<file path="config.mk">
export PLATFORM = sky130hd
export DESIGN_NAME = toccata_i2s_tx
export DESIGN_NICKNAME = d
export VERILOG_FILES = /design/src/rtl/toccata_i2s_tx.sv
export SDC_FILE = /design/constraint.sdc
export NUM_CORES = 1
export LEC_CHECK = 0
export CORE_MARGIN = 8
export CORE_UTILIZATION = 40
export DETAILED_ROUTE_END_ITERATION = 8
export PLACE_DENSITY = 0.59
export SYNTH_ARGS = -nofsm -noshare
export SYNTH_HDL_FRONTEND = slang
export SYNTH_SLANG_ARGS = --single-unit
</file>
<file path="constraint.sdc">
create_clock -name clk -period 2.6 [get_ports clk]
set_input_delay 0.52 -clock clk [delete_from_list [all_inputs] [get_ports clk]]
set_output_delay 0.52 -clock clk [all_outputs]
set_load 0.02 [all_outputs]
</file>
<file path="src/rtl/toccata_i2s_tx.sv">
// toccata_i2s_tx
// Stereo I2S transmitter fed by the volume stage. A one-deep holding buffer
// takes a signed 16-bit left/right pair through a valid/ready handshake. The
// serialiser derives BCLK/LRCLK from clk and shifts the pair out MSB-first in
// standard I2S framing: one BCLK of delay after each LRCLK edge, 32-bit slots,
// 64 BCLKs per frame. Frame loads and underruns are reported as 1-cycle pulses.
//
// Parameters
//   CLK_DIV       clk cycles per BCLK half-period (>= 1)
// Ports
//   clk           system clock
//   rst           synchronous active-high reset
//   enable        serialiser run; low holds the serialiser idle
//   sample_left   signed left sample
//   sample_right  signed right sample
//   sample_valid  sample pair valid
//   sample_ready  holding buffer empty; pair taken when valid & ready
//   i2s_bclk      bit clock
//   i2s_lrclk     word select (0 = left slot, 1 = right slot)
//   i2s_sdata     serial data, updated together with BCLK falling
//   frame_start   1-cycle pulse when a frame is loaded
//   underrun      1-cycle pulse when a frame is loaded from an empty buffer
module toccata_i2s_tx #(
    parameter int CLK_DIV = 16
) (
    input  logic        clk,
    input  logic        rst,
    input  logic        enable,
    input  logic [15:0] sample_left,
    input  logic [15:0] sample_right,
    input  logic        sample_valid,
    output logic        sample_ready,
    output logic        i2s_bclk,
    output logic        i2s_lrclk,
    output logic        i2s_sdata,
    output logic        frame_start,
    output logic        underrun
);

    localparam int DATA_W = 16;
    localparam int DIV_W  = (CLK_DIV > 1) ? $clog2(CLK_DIV) : 1;
    localparam logic [DIV_W-1:0] DIV_LAST = DIV_W'(CLK_DIV - 1);

    logic [DIV_W-1:0]         div_cnt_q, div_cnt_d;
    logic [5:0]               bit_cnt_q, bit_cnt_d;
    logic [5:0]               bit_cnt_nx;
    logic                     bclk_q, bclk_d;
    logic                     lrclk_q, lrclk_d;
    logic                     sdata_q, sdata_d;
    logic                     fs_q, fs_d;
    logic                     ur_q, ur_d;
    logic                     ready_q, ready_d;
    logic                     hold_full_q, hold_full_d;
    logic signed [DATA_W-1:0] hold_l_q, hold_l_d;
    logic signed [DATA_W-1:0] hold_r_q, hold_r_d;
    logic [63:0]              frame_q, frame_d;

    logic accept;
    logic div_wrap;
    logic fall;
    logic load;

    // Frame bit p is what goes on the wire when bit_cnt == p. Bit 0 and bit 32
    // are the one-BCLK I2S delay slots; the samples sit MSB-first right after.
    function automatic logic [63:0] build_frame(input logic signed [DATA_W-1:0] l,
                                                input logic signed [DATA_W-1:0] r);
        logic [63:0] f;
        f = '0;
        for (int i = 0; i < DATA_W; i++) begin
            f[6'(16 - i)] = l[4'(i)];
            f[6'(48 - i)] = r[4'(i)];
        end
        return f;
    endfunction

    assign accept     = sample_valid & ready_q;
    assign div_wrap   = enable && (div_cnt_q == DIV_LAST);
    assign fall       = div_wrap && bclk_q;
    assign bit_cnt_nx = bit_cnt_q + 6'd1;
    assign load       = fall && (bit_cnt_nx == 6'd0);

    always_comb begin
        div_cnt_d   = div_cnt_q;
        bit_cnt_d   = bit_cnt_q;
        bclk_d      = bclk_q;
        lrclk_d     = lrclk_q;
        sdata_d     = sdata_q;
        fs_d        = 1'b0;
        ur_d        = 1'b0;
        hold_full_d = hold_full_q;
        hold_l_d    = hold_l_q;
        hold_r_d    = hold_r_q;
        frame_d     = frame_q;

        if (!enable) begin
            // Idle looks exactly like post-reset so re-enable restarts cleanly.
            div_cnt_d = '0;
            bit_cnt_d = 6'd63;
            bclk_d    = 1'b0;
            lrclk_d   = 1'b0;
            sdata_d   = 1'b0;
        end else begin
            div_cnt_d = div_wrap ? '0 : div_cnt_q + DIV_W'(1);
            if (div_wrap) begin
                bclk_d = ~bclk_q;
            end
            if (load) begin
                // Load uses the buffer state from before this cycle's accept,
                // so a pair arriving in the load cycle waits for the next frame.
                frame_d = hold_full_q ? build_frame(hold_l_q, hold_r_q) : '0;
                fs_d    = 1'b1;
                ur_d    = !hold_full_q;
                if (hold_full_q) begin
                    hold_full_d = 1'b0;
                end
            end
            if (fall) begin
                bit_cnt_d = bit_cnt_nx;
                lrclk_d   = bit_cnt_nx[5];
                sdata_d   = frame_d[bit_cnt_nx];
            end
        end

        // The buffer keeps working while the serialiser is idle so a pair can
        // be preloaded. accept implies the buffer was empty, so it never
        // collides with the clear above.
        if (accept) begin
            hold_l_d    = $signed(sample_left);
            hold_r_d    = $signed(sample_right);
            hold_full_d = 1'b1;
        end

        ready_d = !hold_full_d;
    end

    always_ff @(posedge clk) begin
        if (rst) begin
            div_cnt_q   <= '0;
            bit_cnt_q   <= 6'd63;
            bclk_q      <= 1'b0;
            lrclk_q     <= 1'b0;
            sdata_q     <= 1'b0;
            fs_q        <= 1'b0;
            ur_q        <= 1'b0;
            ready_q     <= 1'b0;
            hold_full_q <= 1'b0;
        end else begin
            div_cnt_q   <= div_cnt_d;
            bit_cnt_q   <= bit_cnt_d;
            bclk_q      <= bclk_d;
            lrclk_q     <= lrclk_d;
            sdata_q     <= sdata_d;
            fs_q        <= fs_d;
            ur_q        <= ur_d;
            ready_q     <= ready_d;
            hold_full_q <= hold_full_d;
        end
    end

    // Sample and frame storage carry no reset; hold_full gates every use.
    always_ff @(posedge clk) begin
        hold_l_q <= hold_l_d;
        hold_r_q <= hold_r_d;
        frame_q  <= frame_d;
    end

    assign sample_ready = ready_q;
    assign i2s_bclk     = bclk_q;
    assign i2s_lrclk    = lrclk_q;
    assign i2s_sdata    = sdata_q;
    assign frame_start  = fs_q;
    assign underrun     = ur_q;

endmodule

</file>
Word level (Yosys, flattened, before mapping)

Cells that the tools add are included.
W data, S select, Z words.

Reductions and logical operators: 9
Bitwise logic cells: 4
Equality and inequality tests: 1
Add/subtract/negate cells: 2
Order comparisons: 1
Muxes and demuxes: 9

Operators by type and width:

| operator              | count |
|---|---|
| $mux W64              | 2 |
| $mux W17              | 1 |
| $lt A6 B7 Y1 const B  | 1 |
| $add A6 B1 Y6 const B | 1 |
| $bmux W1 S6           | 1 |
| $logic_not A6 Y1      | 1 |
| $reduce_or A3 Y1      | 2 |
| $mux W1               | 5 |
| $add A4 B1 Y4 const B | 1 |
| $eq A4 B4 Y1 const B  | 1 |
| $logic_and A1 B1 Y1   | 3 |
| $not A1 Y1            | 3 |
| $logic_not A1 Y1      | 2 |
| $reduce_or A2 Y1      | 1 |
| $and A1 B1 Y1         | 1 |

Input port bits: 36
Logic and storage cells: 37
Register bits: 89

Depth between registers and ports, before layout

Gate-level depths: netlist of run 1.

Depth after elaboration: 8
Depth in mapped cells: 10

Worst setup path before layout of run 1

Ideal clock, no wire load.

Kind: reg2reg
From: reg bit_cnt_q[1]
To: reg sdata_q (netlist: i2s_sdata)
Setup time: 0.079 ns
Arrival time: 2.119 ns
Data required time: 2.521 ns
Cell stages (with the launch flop): 10
Setup slack: 0.403 ns
Path through: dfxtp_1 ha_1 buf_2 xor2_1 nor3_1 nand4_4 a21oi_2 o211a_1 or4_1 o211ai_1

Word-level cells in the longest chain between the ends: 7

RTL lines:

| element                         | line | source |
|---|---|---|
| from (decl)                     | 45   | `logic [5:0] bit_cnt_q, bit_cnt_d;` |
| from (signal assigned)          | 149  | `bit_cnt_q <= bit_cnt_d;` |
| $add A6 B1 Y6 *                 | 79   | `assign bit_cnt_nx = bit_cnt_q + 6'd1;` |
| $logic_not A6 Y1                | 80   | `assign load = fall && (bit_cnt_nx == 6'd0);` |
| $logic_and A1 B1 Y1             | 80   |  |
| $mux W64                        | 107  | `if (load) begin` |
| $mux W64                        | 95   | `if (!enable) begin` |
| $bmux W1 S6 *                   | 120  | `sdata_d = frame_d[bit_cnt_nx];` |
| $mux W1 (implied by the code) * | 120  |  |
| to (signal assigned)            | 152  | `sdata_q <= sdata_d;` |
| to (decl)                       | 49   | `logic sdata_q, sdata_d;` |

Every way passes the cells marked *; elsewhere a longest branch is shown, timed or not. The select of a mux whose other input is x is not followed.
A chain may end at the register's enable or synchronous reset.

Worst setup path in the final report of run 1

From: reg bit_cnt_q[0]
To: reg sdata_q (netlist: i2s_sdata)

The elaborated chain is that of the path after synthesis.

==> PnR_summary.wiki, run 1 <==
{| class="wikitable"
! Metric !! Value
|-
| Wire length of the first global-routing pass || 13,300 um
|-
| Net count of the mapped netlist || 369
|-
| Cell Count, Final, Fillers Out || ~490
|-
| Post-Syn Area per Cell || approximately 12 um^2
|-
| Row count || 37
|-
| Setup CP Type || reg2reg
|-
| Maximum number of pins on one net before global-route repair || 65
|-
| Horizontal extent of the die || 117 um
|-
| Basic-gate share of the synthesized area counting and, or, nand and nor cells || 19.6%
|-
| Max Transition Viols Final || 0
|-
| Leakage power summed over all cells || 1.65 nW
|-
| CTS sink cnt || 89
|-
| Status || finished clean
|-
| Die span in y || roughly 120 um
|-
| Clock power frac || 36.7%
|-
| Warnings, synthesis || 0
|-
| Post-route setup slack || ~0.23 ns
|-
| Area fraction in compound gates after synthesis || under 10%
|-
| HPWL after detailed placement || 5270 um
|-
| Fill cell instance count of the final layout || 899
|-
| Post-layout nets || around 400
|-
| TritonCTS buffer count || 9
|-
| Global route overflow || 0
|-
| Setup repair after global routing missed its margin || false
|-
| Routed via count || 2,520
|-
| Synth top area cells || edfxtp_1, and2_1, dfxtp_1
|-
| Via count of the first global-routing pass || 2,493
|-
| Cell area after synthesis || about 0.0041 mm^2
|-
| RD Place Congestion || 0.824
|-
| Mapped Cells || 330
|-
| Number of synthesized register bits || 89
|-
| Overall die area || 0.0137 mm^2
|-
| Number of unique standard cell types used by synthesis || 44
|-
| Detailed-route vias per instance || 5.10
|-
| Worst max-slew margin expressed relative to the limit || 45.3%
|-
| Antenna fix cells || 0
|-
| Count of final hold-check violations || 0
|-
| Layout cell share with drive strength beyond 1 || 14.0%
|-
| Startpoint kind of the worst setup timing path || flip-flop
|-
| Maximum clock skew at final layout || 0.00953 ns
|-
| Arrival time at the worst endpoint || about 2.7 ns
|-
| Internal power contribution || 2.21 mW
|-
| Combinational family with the most area after synthesis || simple AND/OR/NAND/NOR gates
|-
| Power dissipated by switching net loads || ~0.58 mW
|-
| Total of max-cap violations || 0
|-
| Path depth of the worst reg2reg path || 8
|-
| Synth Area in XOR/XNOR || between 1.5 and 2%
|-
| Part of the power in registers || about three fifths
|-
| Setup total negative slack || 0 ns
|-
| Worst Hold Launch || div_cnt_q[0]$_SDFF_PP0_
|-
| Shortest period the worst path allows || 2.37 ns
|-
| Clock-pin slew on the worst setup and hold paths || 0.09 ns
|-
| Quantity of I/O buffers inserted on ports || 17
|-
| Number of hold buffers added after cts || 0
|-
| Synthesis-to-finish area growth || 14.0%
|-
| Combinational share of power || 4.6%
|-
| Dpl cells || 478
|-
| Worst setup startpoint || bit_cnt_q[0]$_SDFFE_PP1P_
|-
| Number of synthesized flops with an enable pin || 72
|-
| Final Power || around 2.8 mW
|-
| Initial antenna violation count || 0
|-
| Most common cell in the synthesized netlist || edfxtp_1
|-
| Cell chosen for the clock root || clkbuf_8
|-
| Maximum root-to-sink buffer count || 2
|-
| Dominant synthesized flop cell || edfxtp_1
|-
| Clock tree from TritonCTS || built
|-
| Cell types with the highest counts after synthesis || edfxtp_1, and2_1, nand2_1, dfxtp_1, o21ai_0
|-
| # IOs || between 40 and 50
|-
| Period Utilization, post-route || 91.0%
|-
| Sw Ratio || 20.8%
|-
| Power density cells || around 600 mW/mm^2
|-
| Number of failing setup endpoints in the final timing report || 0
|-
| Overall routing resource usage || 12.7%
|-
| Synth Area in Adders || less than 1%
|-
| Initial standard-cell utilization of the core || 40.5%
|-
| WL per Instance || approximately 16 um
|-
| Worst slack at placement || 0.149 ns
|-
| Final Util || 46.1%
|-
| Source-to-sink clock delay at the later pin of the worst-skew pair || roughly 0.36 ns
|-
| Type of the most critical hold path || reg2reg
|-
| Achievable Freq || 423 MHz
|-
| Maximum VDD drop || 0.312 mV
|-
| Htree depth || 3
|-
| DRC violation total after the first TritonRoute iteration || just over 200
|-
| Critical path fanouts, max || 26
|-
| Required time at the worst-slack endpoint || around 2.9 ns
|-
| DRC errors left || 0
|-
| Async SR Flop Fraction || 0%
|-
| Element type at the critical path end || flip-flop
|-
| Transition at the pin with the smallest max-transition slack || 0.821 ns
|-
| Cell type contributing the most total cell area after synthesis || edfxtp_1
|-
| Share of synthesized area spent on multiplexers || 7.63%
|-
| Reg-to-Reg Start || bit_cnt_q[0]$_SDFFE_PP1P_
|-
| Top-area cell type share of the netlist area || 52.7%
|-
| Number of antenna-violating nets in the routed design || 0
|-
| Register area share after synthesis || between 60% and 70%
|-
| Core area || between 0.01 and 0.015 mm^2
|-
| Pre-antenna DRT Iters || 4
|-
| Wire length reported by the detailed router || about 7900 um
|-
| Worst hold path depth || 1
|}
## cell families (layout without fill, tap and decap cells)
logic type      count (synthesis)  after routing
simple gates                  149            149
flops                          89             89
compound gates                 39             39
buf+inv                        25             53
mux                            16             16
xor+xnor                        9              9
fa+ha+maj                       3              3
## worst max-delay path, cell delays in order, from the launching register on
cell,delay (ns)
dfxtp_1,0.39
buf_4,0.22
nand3_1,0.24
o31ai_4,0.38
nand4_4,0.18
buf_4,0.27
o2111ai_1,0.28
nand4_1,0.13
o211ai_1,0.18
## placed cells by master, fill, tap and decap left out, types with 2 or more instances in the layout
master           Yosys  layout
dfxtp_1             17      17
xor2_1               2       2
xnor2_1              7       7
o21ai_0             17      17
and2_1              59      59
mux2i_1              2       2
nand2b_1             2       2
mux4_2              12      12
o2111ai_1            2       2
or3_1                2       2
a41oi_1              2       2
inv_1                5       5
clkdlybuf4s50_1      0      16
nor2_1              14      14
nand4_1              8       8
nor2b_1              2       2
nor3_1               4       4
buf_4                2      15
mux2_2               2       2
nand2_1             41      41
clkbuf_8             0       9
bufinv_16            0       2
nand3_1              8       8
clkinvlp_4           0       2
edfxtp_1            72      72
and3_1               2       2
ha_2                 0       2
a21oi_1              8       8
clkinv_1             0       2
## layout make-up
type	instances	area, um^2	share of cell area, %
sequential	89	2500	53.5
timing repair buffer	32	278	5.94
clock inverter	6	82.6	1.77
multi-input combinational	216	1500	32.0
inverter	5	18.8	0.401
tap	136	170	3.64
clock buffer	10	128	2.73
## flip-flops by register name (all words and copies together), names as in the netlist, 4 cells and up
register and count:
hold_l_q 8, frame_q 64, bit_cnt_q 6, div_cnt_q 4
## power groups by stage
stage	logic, mW	clock network (mW)	registers, mW
6_report	0.128	1.03	1.64
5_1_grt	0.144	1.11	1.65
4_1_cts	0.131	1.05	1.64
3_5_place_dp	0.130	0	1.68
3_3_place_gp	0.126	0	1.67
2_1_floorplan	0.0722	0	1.66
## routing by layer
layer	global-route usage (%)	wire length [um]	part of all wire, %	vias up
li1	-	-	-	1240
met1	18.1	3780	48	1221
met2	18.2	3640	46	50
met3	2.92	358	4.5	9
met4	5.03	99	1.3	0
met5	0	0	0	-
## worst paths after layout
path	endpoint	slack (ns)
hold reg to reg	div_cnt_q[0]$_SDFF_PP0_	0.49
setup / recovery	i2s_sdata$_SDFFE_PP0P_	0.23
hold / removal	div_cnt_q[0]$_SDFF_PP0_	0.49
setup reg to reg	i2s_sdata$_SDFFE_PP0P_	0.23
## metrics by stage
| step | area [um^2] | hold WS (ns) |
|---|---|---|
| 5_1_grt | 4680 | 0.534 |
| 3_5_place_dp | 4460 | 0.484 |
| 2_1_floorplan | 4100 | 0.430 |
| 6_report | 4680 | 0.491 |
| 4_1_cts | 4670 | 0.500 |
| 3_3_place_gp | 4460 | 0.441 |
## timing repair
item                                    CTS  global route
gates resized for setup                   0             2
endpoints found under the setup margin    0             1
setup buffers                             0             0
Power figures use the tool's default switching activity.
==> inputs of run 2 (changes only) <==
--- a/config.mk
+++ b/config.mk
@@ -8,7 +8,7 @@
 export CORE_MARGIN = 8
 export CORE_UTILIZATION = 40
 export DETAILED_ROUTE_END_ITERATION = 8
-export PLACE_DENSITY = 0.59
+export PLACE_DENSITY = 0.7
 export SYNTH_ARGS = -nofsm -noshare
 export SYNTH_HDL_FRONTEND = slang
 export SYNTH_SLANG_ARGS = --single-unit
==> constraint.sdc (replaced) <==
create_clock -name clk -period 2.83 [get_ports clk]
set_input_delay 0.566 -clock clk [delete_from_list [all_inputs] [get_ports clk]]
set_output_delay 0.566 -clock clk [all_outputs]
set_load 0.02 [all_outputs]
==> PnR_summary.wiki, run 2 (synthesis gave the netlist of run 1 again) <==
{| class="wikitable"
! Metric !! Value
|-
| Horizontal extent of the die || 117 um
|-
| Flip-flop count of the largest register after layout || 64
|-
| RD Place Congestion || 0.889
|-
| Post-route setup slack || 0.408 ns
|-
| Quantity of I/O buffers inserted on ports || 17
|-
| Via count of the first global-routing pass || 2,494
|-
| Layout cell share with drive strength beyond 1 || 13.3%
|-
| Wire length reported by the detailed router || 7680 um
|-
| CP Cell Sequence || ha_1 > xor2_1 > nor3_1 > nand4_4 > buf_4 > nand4_1 > o21ai_0 > a32oi_1 > o211ai_1
|-
| Clock-pin slew on the worst setup and hold paths || approximately 0.1 ns
|-
| Period Utilization, post-route || 85.6%
|-
| Antenna fix cells || 0
|-
| Maximum root-to-sink buffer count || 2
|-
| Post-cts gate resize count || 0
|-
| # IOs || 42
|-
| Path depth of the worst reg2reg path || 9
|-
| Cell at the slowest stage of the critical path || dfxtp_1
|-
| TritonCTS buffer count || 9
|-
| Fin area || 0.00464 mm^2
|-
| Arrival time at the worst endpoint || 2.68 ns
|-
| Synthesis-to-finish area growth || 13.1%
|-
| Most common cell after layout, fill and taps aside || edfxtp_1
|-
| DRC violation total after the first TritonRoute iteration || 236
|-
| Number of hold buffers added after cts || 0
|-
| Global route overflow || 0
|-
| Critical path fanouts, max || 41
|-
| Setup total negative slack || 0 ns
|-
| Largest registers ranked by flip-flop count || frame_q: 64 flops, hold_l_q: 8 flops, bit_cnt_q: 6 flops
|-
| Element type at the critical path end || flip-flop
|-
| Max stage delay on crit path || between 0.4 and 0.5 ns
|-
| Htree depth || 3
|-
| Total buffers and inverters traversed by the critical path || 1
|-
| Status || finished clean
|-
| Worst slack at placement || 0.396 ns
|-
| Family of cells with the greatest summed delay on the critical path || simple AND/OR/NAND/NOR gates
|-
| Startpoint kind of the worst setup timing path || flip-flop
|-
| Worst setup startpoint || bit_cnt_q[0]$_SDFFE_PP1P_
|-
| Die span in y || 117 um
|-
| Reg-to-Reg Start || bit_cnt_q[0]$_SDFFE_PP1P_
|-
| Worst max-slew margin expressed relative to the limit || 47.8%
|-
| Area after DPL || between 0.004 and 0.005 mm^2
|-
| Source-to-sink clock delay at the later pin of the worst-skew pair || about 0.37 ns
|-
| Initial standard-cell utilization of the core || 40.5%
|-
| Maximum clock skew at final layout || between 0.015 and 0.02 ns
|-
| Achievable Freq || between 400 and 500 MHz
|-
| DRC errors left || 0
|-
| WL per Instance || 15.7 um
|-
| Max Transition Viols Final || 0
|-
| Transition at the pin with the smallest max-transition slack || 0.783 ns
|-
| CTS sink cnt || 89
|-
| HPWL after detailed placement || around 5000 um
|-
| Cell chosen for the clock root || clkbuf_8
|-
| Row count || 37
|-
| Core area || ~0.01 mm^2
|-
| Setup repair after global routing missed its margin || false
|-
| Maximum VDD drop || 0.210 mV
|-
| Buffers inserted by post-CTS timing repair || 0
|-
| Maximum number of pins on one net before global-route repair || 62
|-
| Commonest cells after routing, fill and taps aside || edfxtp_1, and2_1, nand2_1, o21ai_0, dfxtp_1
|-
| Shortest period the worst path allows || 2.42 ns
|-
| Leakage power summed over all cells || 1.63 nW
|-
| Cell Count, Final, Fillers Out || 490
|-
| Initial antenna violation count || 0
|-
| Largest reg by FF count || frame_q
|-
| Post-layout nets || slightly below 400
|-
| Overall routing resource usage || roughly an eighth
|-
| Number of antenna-violating nets in the routed design || 0
|-
| Final Power || 2.55 mW
|-
| Routed via count || 2,544
|-
| Pre-antenna DRT Iters || 4
|-
| Power density cells || between 500 and 600 mW/mm^2
|-
| Worst R2R Setup Slack || 0.41 ns
|-
| Total of max-cap violations || 0
|-
| Endpoint of the worst-slack reg-to-reg timing path || i2s_sdata$_SDFFE_PP0P_
|-
| Type of the most critical hold path || reg2reg
|-
| Required time at the worst-slack endpoint || 3.09 ns
|-
| Number of failing setup endpoints in the final timing report || 0
|-
| Detailed-route vias per instance || 5.19
|-
| Stages on worst setup path || 9
|-
| Clock tree from TritonCTS || built
|-
| Setup CP Type || reg2reg
|-
| Wire length of the first global-routing pass || 12,700 um
|-
| CP endpoint || i2s_sdata$_SDFFE_PP0P_
|-
| Dpl cells || 474
|-
| Count of final hold-check violations || 0
|-
| Overall die area || 0.0137 mm^2
|}
## run 2: changes by cell type in the layout (fill, tap and decap cells not counted)
cell and delta:
ha_2 -2, clkinvlp_4 -1, inv_8 +1, ha_1 +2, bufinv_16 -1, inv_6 +3
clkbuf_1 -1, clkinv_4 +1, buf_4 -4, clkinv_1 -2
## run 2: layout make-up
cell class	count	area, um^2
inverters	5	18.8
multi-input cells	216	1490
repair buffers	28	248
clock inverters	7	83.8
well taps	136	170
clock buffers	9	124
fillers	910	5500
flip-flops and latches	89	2500
## run 2: worst register-to-register path: stages, from the launching register on
cell and delay, ns:
dfxtp_1 0.45, ha_1 0.35, xor2_1 0.14, nor3_1 0.32
nand4_4 0.27, buf_4 0.33, nand4_1 0.13, o21ai_0 0.08
a32oi_1 0.17, o211ai_1 0.10
## run 2: worst min-delay path by stage
| stage | endpoint | from | cells past startpoint | slack [ns] |
|---|---|---|---|---|
| detailed placement | i2s_lrclk$_SDFFE_PP0P_ | i2s_lrclk$_SDFFE_PP0P_ | 2 | 0.48 |
| floorplan | div_cnt_q[0]$_SDFF_PP0_ | div_cnt_q[0]$_SDFF_PP0_ | 1 | 0.43 |
| finish | div_cnt_q[0]$_SDFF_PP0_ | div_cnt_q[0]$_SDFF_PP0_ | 1 | 0.50 |
| global placement | div_cnt_q[0]$_SDFF_PP0_ | div_cnt_q[0]$_SDFF_PP0_ | 1 | 0.44 |
| global route | div_cnt_q[0]$_SDFF_PP0_ | div_cnt_q[0]$_SDFF_PP0_ | 1 | 0.52 |
| CTS | i2s_lrclk$_SDFFE_PP0P_ | i2s_lrclk$_SDFFE_PP0P_ | 2 | 0.50 |
## run 2: power by group
group	total, mW	internal, mW	switching, mW	leakage, nW
logic	0.119	0.0614	0.0576	0.693
registers	1.51	1.48	0.0273	0.838
clock network	0.920	0.425	0.494	0.103
## run 2: metal layers
metal | routed length [um] | GRT usage [%] | up-vias
met5 | 0 | 0 | -
met4 | 147 | 6.31 | 0
met3 | 300 | 3.28 | 15
met2 | 3510 | 17.8 | 57
met1 | 3720 | 16.5 | 1239
li1 | - | - | 1233
## run 2: stage by stage
stage / hold slack (ns) / utilization [%]
6_report: 0.496 / 45.8
5_1_grt: 0.516 / 45.8
4_1_cts: 0.498 / 45.8
3_5_place_dp: 0.484 / 43.7
3_3_place_gp: 0.443 / 43.7
2_1_floorplan: 0.430 / -
==> inputs of run 3 (changes only) <==
--- a/config.mk
+++ b/config.mk
@@ -5,7 +5,8 @@
 export SDC_FILE = /design/constraint.sdc
 export NUM_CORES = 1
 export LEC_CHECK = 0
-export CORE_MARGIN = 8
+export CAP_MARGIN = 20
+export CORE_MARGIN = 4
 export CORE_UTILIZATION = 40
 export DETAILED_ROUTE_END_ITERATION = 8
 export PLACE_DENSITY = 0.7
==> PnR_summary.wiki, run 3 (synthesis gave the netlist of run 1 again) <==
{| class="wikitable"
! Metric !! Value
|-
| WL per Instance || 15.2 um
|-
| Worst slack at placement || approximately 0.29 ns
|-
| Buffers inserted by post-CTS timing repair || 0
|-
| Worst max-slew margin expressed relative to the limit || roughly 46%
|-
| HPWL after detailed placement || 5020 um
|-
| Commonest cells after routing, fill and taps aside || edfxtp_1, and2_1, nand2_1, o21ai_0, dfxtp_1
|-
| CTS sink cnt || 89
|-
| Initial standard-cell utilization of the core || 41.6%
|-
| Arrival time at the worst endpoint || approximately 2.8 ns
|-
| Fin area || approximately 0.0046 mm^2
|-
| Wire length reported by the detailed router || between 7000 and 8000 um
|-
| Maximum VDD drop || ~0.25 mV
|-
| Largest registers ranked by flip-flop count || frame_q: 64 flops, hold_l_q: 8 flops, bit_cnt_q: 6 flops
|-
| Routed via count || 2,508
|-
| Number of antenna-violating nets in the routed design || 0
|-
| Reg-to-Reg Start || bit_cnt_q[0]$_SDFFE_PP1P_
|-
| Overall routing resource usage || between 10% and 20%
|-
| Worst hold path depth || 1
|-
| Power density cells || 519 mW/mm^2
|-
| Flip-flop count of the largest register after layout || 64
|-
| Achievable Freq || roughly 400 MHz
|-
| Htree depth || 3
|-
| Stages on worst setup path || 9
|-
| Via count of the first global-routing pass || 2,473
|-
| Element type at the critical path end || flip-flop
|-
| Horizontal extent of the die || around 110 um
|-
| Cell at the slowest stage of the critical path || dfxtp_1
|-
| Post-route setup slack || 0.260 ns
|-
| Antenna fix cells || 0
|-
| Pre-antenna DRT Iters || 4
|-
| Startpoint kind of the worst setup timing path || flip-flop
|-
| Maximum clock skew at final layout || 0.0167 ns
|-
| Setup repair after global routing missed its margin || false
|-
| Worst-case hold path end point || div_cnt_q[0]$_SDFF_PP0_
|-
| Maximum number of pins on one net before global-route repair || 65
|-
| Worst R2R Setup Slack || roughly 0.26 ns
|-
| Largest reg by FF count || frame_q
|-
| Post-layout nets || a little under 400
|-
| Worst Hold Launch || div_cnt_q[0]$_SDFF_PP0_
|-
| Source-to-sink clock delay at the later pin of the worst-skew pair || 0.36 ns
|-
| Row count || 36
|-
| DRC violation total after the first TritonRoute iteration || around 120
|-
| Max stage delay on crit path || 0.47 ns
|-
| Max Transition Viols Final || 0
|-
| Setup CP Type || reg2reg
|-
| Family of cells with the greatest summed delay on the critical path || simple AND/OR/NAND/NOR gates
|-
| TritonCTS buffer count || 9
|-
| Required time at the worst-slack endpoint || 3.07 ns
|-
| # IOs || 42
|-
| Path depth of the worst reg2reg path || 9
|-
| Detailed-route vias per instance || 5.12
|-
| Period Utilization, post-route || between 90% and 100%
|-
| Number of failing setup endpoints in the final timing report || 0
|-
| Overall die area || 0.0119 mm^2
|-
| Total buffers and inverters traversed by the critical path || 1
|-
| Clock-pin slew on the worst setup and hold paths || approximately 0.090 ns
|-
| Global route overflow || 0
|-
| Area after DPL || 0.00445 mm^2
|-
| Fill cell instance count of the final layout || 874
|-
| Status || finished clean
|-
| Core area || 0.00986 mm^2
|-
| Wire length of the first global-routing pass || approximately 12,000 um
|-
| Synthesis-to-finish area growth || 12.7%
|-
| Endpoint of the worst-slack reg-to-reg timing path || i2s_sdata$_SDFFE_PP0P_
|-
| Transition at the pin with the smallest max-transition slack || 0.815 ns
|-
| Cell chosen for the clock root || clkbuf_8
|-
| Number of hold buffers added after cts || 0
|-
| Total of max-cap violations || 0
|-
| Die span in y || 109 um
|-
| Post-cts gate resize count || 0
|-
| RD Place Congestion || 0.867
|-
| Most common cell after layout, fill and taps aside || edfxtp_1
|-
| Clock tree from TritonCTS || built
|-
| Initial antenna violation count || 0
|-
| DRC errors left || 0
|-
| Type of the most critical hold path || reg2reg
|-
| Maximum root-to-sink buffer count || 2
|-
| Count of final hold-check violations || 0
|-
| Quantity of I/O buffers inserted on ports || 17
|-
| Critical path fanouts, max || 24
|-
| Setup total negative slack || 0 ns
|-
| Shortest period the worst path allows || 2.57 ns
|-
| Layout cell share with drive strength beyond 1 || 13.4%
|-
| CP Cell Sequence || ha_1 > xor2_1 > nor3_1 > nand4_4 > buf_4 > nand4_1 > o21ai_0 > a32oi_1 > o211ai_1
|-
| Leakage power summed over all cells || 1.62 nW
|}
-- run 3: per-layer routing --
| metal | wire length, um | GRT usage (%) | vias to the layer above |
|---|---|---|---|
| met5 | 0 | 0 | - |
| met4 | 142 | 5.34 | 0 |
| met3 | 259 | 3.20 | 16 |
| met2 | 3200 | 18.5 | 39 |
| met1 | 3850 | 20.0 | 1216 |
| li1 | - | - | 1237 |
-- run 3: where the power goes --
group,leakage (nW),total (mW),switching [mW],internal [mW]
logic,0.706,0.118,0.0561,0.0615
clock network,0.0726,0.772,0.453,0.319
registers,0.838,1.51,0.0274,1.48
total,1.62,2.40,0.537,1.86
-- run 3: through the flow --
step	hold slack, ns	util (%)	power (mW)	std cells
detailed placement	0.455	45.1	1.66	474
floorplan	0.430	-	1.60	330
global route	0.532	46.8	2.50	490
CTS	0.477	46.8	2.42	490
global placement	0.444	45.1	1.65	474
finish	0.474	46.8	2.40	490
-- run 3: worst max-delay path by stage --
stage                                         to  slack, ns                      start
after floorplan           i2s_sdata$_SDFFE_PP0P_       0.63  bit_cnt_q[1]$_SDFFE_PP1P_
after global placement    i2s_sdata$_SDFFE_PP0P_       0.30  bit_cnt_q[0]$_SDFFE_PP1P_
after detailed placement  i2s_sdata$_SDFFE_PP0P_       0.29  bit_cnt_q[0]$_SDFFE_PP1P_
after CTS                 i2s_sdata$_SDFFE_PP0P_       0.26  bit_cnt_q[0]$_SDFFE_PP1P_
after global routing      i2s_sdata$_SDFFE_PP0P_       0.01  bit_cnt_q[0]$_SDFFE_PP1P_
final                     i2s_sdata$_SDFFE_PP0P_       0.26  bit_cnt_q[0]$_SDFFE_PP1P_
-- run 3: final cells by class --
class,instances,area [um^2],area share [%]
Sequential cell,89,2500,54.2
Multi-Input combinational cell,216,1490,32.3
Timing Repair Buffer,31,270,5.85
Tap cell,133,166,3.60
Clock buffer,10,128,2.76
Clock inverter,6,42.5,0.921
Inverter,5,18.8,0.406
